$ cat config.mk
export PLATFORM = sky130hd
export DESIGN_NAME = onebc_runctl
export DESIGN_NICKNAME = d
export VERILOG_FILES = /design/src/rtl/onebc_runctl.sv
export SDC_FILE = /design/constraint.sdc
export NUM_CORES = 1
export LEC_CHECK = 0
export BUFFER_PORTS_ARGS = -buffer_cell sky130_fd_sc_hd__buf_4
export CORE_MARGIN = 2
export CORE_UTILIZATION = 40
export DETAILED_ROUTE_END_ITERATION = 10
export PLACE_DENSITY = 0.77
export SYNTH_ARGS = -nofsm -noshare
export SYNTH_HDL_FRONTEND = slang
export SYNTH_SLANG_ARGS = --single-unit
$ cat constraint.sdc
create_clock -name clk_i -period 3 [get_ports clk_i]
set_input_delay 0.9 -clock clk_i [delete_from_list [all_inputs] [get_ports clk_i]]
set_output_delay 0.9 -clock clk_i [all_outputs]
set_load 0.05 [all_outputs]
$ cat src/rtl/onebc_runctl.sv
// Run-control sequencer for the 1-bit computer core: boot reset, halt/run/step, PC breakpoint, executed-cycle count.
// Optional PC trace buffer enabled by defining ONEBC_TRACE_EN.
module onebc_runctl #(
  parameter int CNT_W       = 16,
  parameter int RST_CYCLES  = 2,
  parameter int TRACE_DEPTH = 8
) (
  input  logic             clk_i,
  input  logic             rst_i,
  input  logic             run_i,
  input  logic             halt_i,
  input  logic             step_i,
  input  logic             reboot_i,
  input  logic             bp_en_i,
  input  logic [7:0]       bp_adr_i,
  input  logic [7:0]       pc_i,
  output logic             core_rst_o,
  output logic             core_en_o,
  output logic             halted_o,
  output logic             bp_hit_o,
  output logic [CNT_W-1:0] cyc_cnt_o,
  output logic [1:0]       state_o
`ifdef ONEBC_TRACE_EN
  ,
  input  logic             trace_rd_i,
  output logic             trace_vld_o,
  output logic [7:0]       trace_pc_o
`endif
);

  localparam int BCNT_W = $clog2(RST_CYCLES + 1);

  typedef enum logic [1:0] {
    S_BOOT = 2'b00,
    S_HALT = 2'b01,
    S_RUN  = 2'b10,
    S_STEP = 2'b11
  } state_t;

  if (RST_CYCLES < 1) begin : g_rst_cycles_chk
    $error("RST_CYCLES must be at least 1");
  end
  if (TRACE_DEPTH < 2 || (TRACE_DEPTH & (TRACE_DEPTH - 1)) != 0) begin : g_trace_depth_chk
    $error("TRACE_DEPTH must be a power of 2 and at least 2");
  end

  state_t            state, state_nxt;
  logic [BCNT_W-1:0] boot_cnt;
  logic              skip;
  logic              bp_match;
  logic              core_en;
  logic              bp_set, bp_clr, skip_set, skip_clr, boot_clr;

  always_ff @(posedge clk_i) begin
    if (rst_i) state <= S_BOOT;
    else       state <= state_nxt;
  end

  always_comb begin
    state_nxt = state;
    core_en   = 1'b0;
    bp_set    = 1'b0;
    bp_clr    = 1'b0;
    skip_set  = 1'b0;
    skip_clr  = 1'b0;
    boot_clr  = 1'b0;
    // skip masks the breakpoint on the first RUN cycle so a resume at bp_adr executes it once
    bp_match  = (state == S_RUN) && bp_en_i && (pc_i == bp_adr_i) && !skip;
    case (state)
      S_BOOT: begin
        if (boot_cnt == BCNT_W'(RST_CYCLES - 1)) state_nxt = S_HALT;
      end
      S_HALT: begin
        if (halt_i) begin
          state_nxt = S_HALT;
        end else if (step_i) begin
          state_nxt = S_STEP;
          bp_clr    = 1'b1;
          skip_set  = 1'b1;
        end else if (run_i) begin
          state_nxt = S_RUN;
          bp_clr    = 1'b1;
          skip_set  = 1'b1;
        end
      end
      S_RUN: begin
        core_en  = !bp_match;
        skip_clr = 1'b1;
        if (bp_match) begin
          state_nxt = S_HALT;
          bp_set    = 1'b1;
        end else if (halt_i) begin
          state_nxt = S_HALT;
        end
      end
      S_STEP: begin
        core_en   = 1'b1;
        skip_clr  = 1'b1;
        state_nxt = S_HALT;
      end
      default: state_nxt = S_BOOT;
    endcase
    if (reboot_i) begin
      state_nxt = S_BOOT;
      boot_clr  = 1'b1;
    end
  end

  always_ff @(posedge clk_i) begin
    if (rst_i) begin
      boot_cnt  <= '0;
      cyc_cnt_o <= '0;
      bp_hit_o  <= 1'b0;
      skip      <= 1'b0;
    end else begin
      if (boot_clr || state != S_BOOT) boot_cnt <= '0;
      else                              boot_cnt <= boot_cnt + 1'b1;

      if (boot_clr)                          cyc_cnt_o <= '0;
      else if (core_en && cyc_cnt_o != '1)   cyc_cnt_o <= cyc_cnt_o + 1'b1;

      if (boot_cnt != boot_cnt || boot_clr || bp_clr) bp_hit_o <= 1'b0;
      else if (bp_set)                                bp_hit_o <= 1'b1;

      if (skip_set)      skip <= 1'b1;
      else if (skip_clr) skip <= 1'b0;
    end
  end

  assign core_en_o  = core_en;
  assign core_rst_o = (state == S_BOOT);
  assign halted_o   = (state == S_HALT);
  assign state_o    = state;

`ifdef ONEBC_TRACE_EN
  localparam int TP_W = $clog2(TRACE_DEPTH);

  logic [7:0]      trace_mem [TRACE_DEPTH];
  logic [TP_W-1:0] wr_ptr, rd_ptr;
  logic [TP_W:0]   trace_cnt;
  logic            trace_full, trace_pop;

  assign trace_full = (trace_cnt == (TP_W + 1)'(TRACE_DEPTH));
  assign trace_pop  = trace_rd_i && (state == S_HALT) && (trace_cnt != '0);

  // Writes only happen with core_en (never in HALT), so a pop and a push never coincide
  always_ff @(posedge clk_i) begin
    if (rst_i || state_nxt == S_BOOT) begin
      wr_ptr    <= '0;
      rd_ptr    <= '0;
      trace_cnt <= '0;
    end else if (core_en) begin
      wr_ptr <= wr_ptr + 1'b1;
      if (trace_full) rd_ptr    <= rd_ptr + 1'b1;
      else            trace_cnt <= trace_cnt + 1'b1;
    end else if (trace_pop) begin
      rd_ptr    <= rd_ptr + 1'b1;
      trace_cnt <= trace_cnt - 1'b1;
    end
  end

  always_ff @(posedge clk_i) begin
    if (core_en) trace_mem[wr_ptr] <= pc_i;
  end

  assign trace_vld_o = (trace_cnt != '0);
  assign trace_pc_o  = trace_mem[rd_ptr];
`endif

endmodule

==> results.cfg, run 1 <==
[outcome]
status = finished clean

[cts]
clkSinkCount = 22
postCtsSetupBuffers = 0
cts_tree = yes
clockBufferDepth = 2
cts_buffers = 3
clock_latency_ns = 0.31
clkTransAtPathRegs_ns = 0.13
clockRootBuffer = clkbuf_4
htree_levels = 1

[cells_and_area]
fin_area_um2 = 1700
antenna_cells = 0
fin_nets = 218
area_growth_pct = 33.2
final_layout_size_suffix_gt1_share_pct = 32.8
utilization_pct = 55.6
fin_cells = 236

[global_routing]
grt_max_degree = 24
first_global_vias = 1193
grt_overflow = 0
grt_pass1_wl_um = 5110
antenna_found_initial = 0
grt_usage_pct = 18.0

[worst_setup_path]
slowest_delay_ns = 0.30
cp_slowest_cell = o31ai_2
r2r_cells = 6
cp.arrival_ns = 1.97
path_cells = buf_4 > xnor2_1 > nand4_2 > o31ai_2 > inv_1 > buf_4
required_ns = 2.10
critPathKind = in -> out
endpoint_kind = output pin
crit_family = buffers and inverters
cp_num_cells = 6
cp_max_fo = 2
startpoint_type = input pin
cp_num_buf_inv = 3
cp_common_cell = buf_4

[pwr]
p_per_area_nw_per_um2 = 349
ir_drop_mv = 0.292
p_leak_nw = 0.629

[logic_synthesis]
synth_area_leaders = dfxtp_1, xnor2_1, a21oi_1
yosys_warnings = 0
synth-seq-cells = 22
syn_nets = 173
async_flop_share_pct = 0
yosys.area.top_type_share_pct = 34.6
synth_top_cell_by_area = dfxtp_1
synth-edff-count = 0
ys_seq_area_share_pct = 34.6
synth.cell_area_um2 = 1270
yosysUniqueCellTypes = 43
synthesis.instances = 148
yosys_most_used_dff = dfxtp_1
syn_area_per_cell_um2 = 8.61

[sta]
relSlewSlack_pct = 64.1
hold_ws_ns = 0.444
setup_viol = 0
rsz0062_at_grt = no
clock_skew_ns = 0.00335
worstMarginPinSlew_ns = 0.532
hold_viol_final = 0
period_share_pct = 95.5
final_max_slew_viol_count = 0
fin_setup_tns_ns = 0
post-route-min-period_ns = 2.87
fmax_mhz = 349

[route]
dr.pass1.iters = 4
via_count = 1351
drc = 0
via_per_inst = 5.72
wl_um = 3200
wl_per_cell_um = 13.5
first_iter_violations = 41
ant_nets = 0

[placed_design]
hpwl_um = 2400
place_congestion = 0.823
post_dp_cell_area_um2 = 1640
portBuffers = 44
place_inst = 232

[floorplan]
num_rows = 20
die_h_um = 60.4
num_io_pins = 45
start_util_pct = 41.7
die_w_um = 60.4
die-area_um2 = 3650
core_area_um2 = 3050

[min_path]
min_path_type = reg -> reg
whs_path_depth = 1

[run]
drv_cap = 0
[logic make-up (layout without fill, tap and decap cells)]
family,Yosys count,in the layout,share of synthesized area (%)
AOI/OAI and AO/OA,37,37,20.3
muxes,1,1,0.786
adders and majority gates,2,2,1.96
DFF,22,22,34.6
and+or+nand+nor,66,66,32.0
buffers and inverters,12,56,4.81
xor gates and xnor gates,8,8,5.50
[state kept, by name, summed over array words and instances (netlist names)]
| register | flops |
|---|---|
| state_o | 2 |
| bp_hit_o | 1 |
| boot_cnt | 2 |
| cyc_cnt_o | 16 |
| skip | 1 |
[report_power, final]
group          switching [mW]  total (mW)  internal [mW]
Sequential            0.00183       0.296          0.294
Clock                  0.0923       0.227          0.135
Combinational          0.0350      0.0694         0.0344
Total                   0.129       0.593          0.464
[per-layer routing]
layer / vias up / wire (µm) / global-route usage, %
li1: 664 / - / -
met1: 649 / 1340 / 23.1
met2: 34 / 1710 / 30.7
met3: 4 / 104 / 3.84
met4: 0 / 34 / 4.97
met5: - / 0 / 0
[cell usage after synthesis (all sizes together), types with 4 or more instances]
cell type,number
xnor2,8
or3,8
o31ai,8
o21ai,5
a21oi,12
nand2,10
dfxtp,22
inv,5
buf,4
nand3,10
nand4,9
nor2,7
or4,8
[path summary, 6_finish.rpt]
path	to	slack, ns	from
max	core_en_o	0.13	bp_adr_i[6]
min	boot_cnt[0]	0.44	boot_cnt[0]
max reg2reg	cyc_cnt_o[2]	1.01	cyc_cnt_o[1]
min reg2reg	boot_cnt[0]	0.44	boot_cnt[0]
[through the flow]
stage               worst slack, ns  total power, mW
global route                 0.0679            0.617
detailed placement           0.0737            0.372
CTS                          0.0630            0.596
floorplan                     0.161            0.338
global placement              0.122            0.370
finish                        0.135            0.593
[cell type report]
type                       count  area, µm²
multi-input combinational    114        777
tap                           44       55.1
sequential                    22        440
inverter                       5       18.8
fill                         296       1360
timing repair buffer          47        353
clock buffer                   3       22.5
clock inverter                 1       30.0
[layout by cell type, fill, tap and decap left out, types with 3 or more instances in the layout]
cell type	instances
a21oi_1	12
nand2_1	9
o21ai_1	3
xnor2_1	8
clkbuf_4	3
o211ai_1	3
nor2_1	7
buf_4	47
or3_1	7
inv_1	5
nand3_1	10
dfxtp_1	22
nand4_1	8
o31ai_1	7
or4_1	7
[what timing repair did]
item / CTS / global route
endpoints found under the setup margin: 0 / 1
gates resized for setup: 0 / 1
hold buffers: 0 / 0
Power figures use the tool's default switching activity.
==> run 2: changes to the inputs <==
Settings changed: RECOVER_POWER set to 100.
==> results.cfg, run 2 (same netlist as run 1, synthesis figures left out) <==
[outcome]
status = finished clean

[cells_and_area]
final_common_cell = clkbuf_1
regMostFlops = cyc_cnt_o
antenna_cells = 0
area_growth_pct = 25.3
fin_nets = 218
largest_reg_flops = 16
fin_area_um2 = 1600
final_cell_mix = clkbuf_1, dfxtp_1, buf_4
final_layout_size_suffix_gt1_share_pct = 18.8

[global_routing]
grt_usage_pct = 18.0
first_global_vias = 1193
grt_max_degree = 24
grt_overflow = 0
antenna_found_initial = 0
grt_pass1_wl_um = 5110

[route]
first_iter_violations = 50
drc = 0
dr.pass1.iters = 4
wl_per_cell_um = 13.5
via_per_inst = 5.62
ant_nets = 0
via_count = 1327
wl_um = 3180

[cts]
clockRootBuffer = clkbuf_4
clockBufferDepth = 2
cts_buffers = 3
cts_hold_buf = 0
clkSinkCount = 22
cts_tree = yes
postCtsSetupBuffers = 0
cts_resized = 0
clkTransAtPathRegs_ns = 0.12
clock_latency_ns = 0.30
htree_levels = 1

[worst_setup_path]
slowest_delay_ns = 0.31
cp.arrival_ns = 1.97
cp_slowest_cell = o31ai_2
critPathKind = in -> out
path_cells = clkbuf_4 > xnor2_1 > nand4_1 > o31ai_2 > inv_1 > buf_4
cp_max_fo = 2
startpoint_type = input pin
endpoint_kind = output pin
required_ns = 2.10

[sta]
worstMarginPinSlew_ns = 0.923
clock_skew_ns = 0.00123
rsz0062_at_grt = no
relSlewSlack_pct = 38.4
period_share_pct = 95.7
fin_setup_tns_ns = 0
hold_viol_final = 0
fin_ws_ns = 0.129
fmax_mhz = 348
post-route-min-period_ns = 2.87
setup_viol = 0
final_max_slew_viol_count = 0

[placed_design]
portBuffers = 44
post_dp_cell_area_um2 = 1640
hpwl_um = 2400
place_ws_ns = 0.0737
place_congestion = 0.823

[pwr]
ir_drop_mv = 0.284
p_per_area_nw_per_um2 = 368
p_leak_nw = 0.524

[run]
drv_cap = 0

[floorplan]
num_io_pins = 45
start_util_pct = 41.7
die_h_um = 60.4
die-area_um2 = 3650
die_w_um = 60.4
core_area_um2 = 3050
num_rows = 20

[min_path]
min_path_type = reg -> reg
run 2: routing by layer:
metal / track usage, % / wire [µm] / part of all wire (%) / vias up
met5: 0 / 0 / 0 / -
met4: 4.97 / 21 / 0.66 / 0
met3: 3.84 / 148 / 4.7 / 2
met2: 30.7 / 1710 / 54 / 32
met1: 23.1 / 1300 / 41 / 634
li1: - / - / - / 659
run 2: area by class of cell:
class | instances | area, µm²
repair buffers | 47 | 259
multi-input cells | 114 | 771
flip-flops and latches | 22 | 440
clock inverters | 1 | 30.0
inverters | 5 | 18.8
well taps | 44 | 55.1
fillers | 318 | 1460
clock buffers | 3 | 22.5
run 2: stage by stage:
step,std cells,utilization (%),power (mW),hold slack [ns]
after detailed placement,232,53.7,0.372,0.433
final,236,52.3,0.587,0.441
after global placement,232,53.7,0.370,0.414
after global routing,236,52.3,0.614,0.459
after CTS,236,55.4,0.596,0.451
after floorplan,148,-,0.338,0.405
run 2: power by group:
part | internal [mW] | switching (mW) | total [mW]
clock | 0.135 | 0.0902 | 0.225
combinational | 0.0314 | 0.0345 | 0.0659
sequential | 0.294 | 0.00178 | 0.296
run 2: path summary, 6_finish.rpt:
check | slack, ns | end | from | cells after the start
worst max register to register | 0.89 | cyc_cnt_o[2] | state_o[0] | 6
worst min-delay path | 0.44 | boot_cnt[0] | boot_cnt[0] | 1
worst max-delay path | 0.13 | core_en_o | bp_adr_i[6] | 6
worst min register to register | 0.44 | boot_cnt[0] | boot_cnt[0] | 1
run 2: worst max-delay path: cells and delay by family:
| kind | cells | cell delay [ns] |
|---|---|---|
| buf+inv | 3 | 0.41 |
| simple gates | 1 | 0.20 |
| compound gates | 1 | 0.31 |
| xor+xnor | 1 | 0.14 |
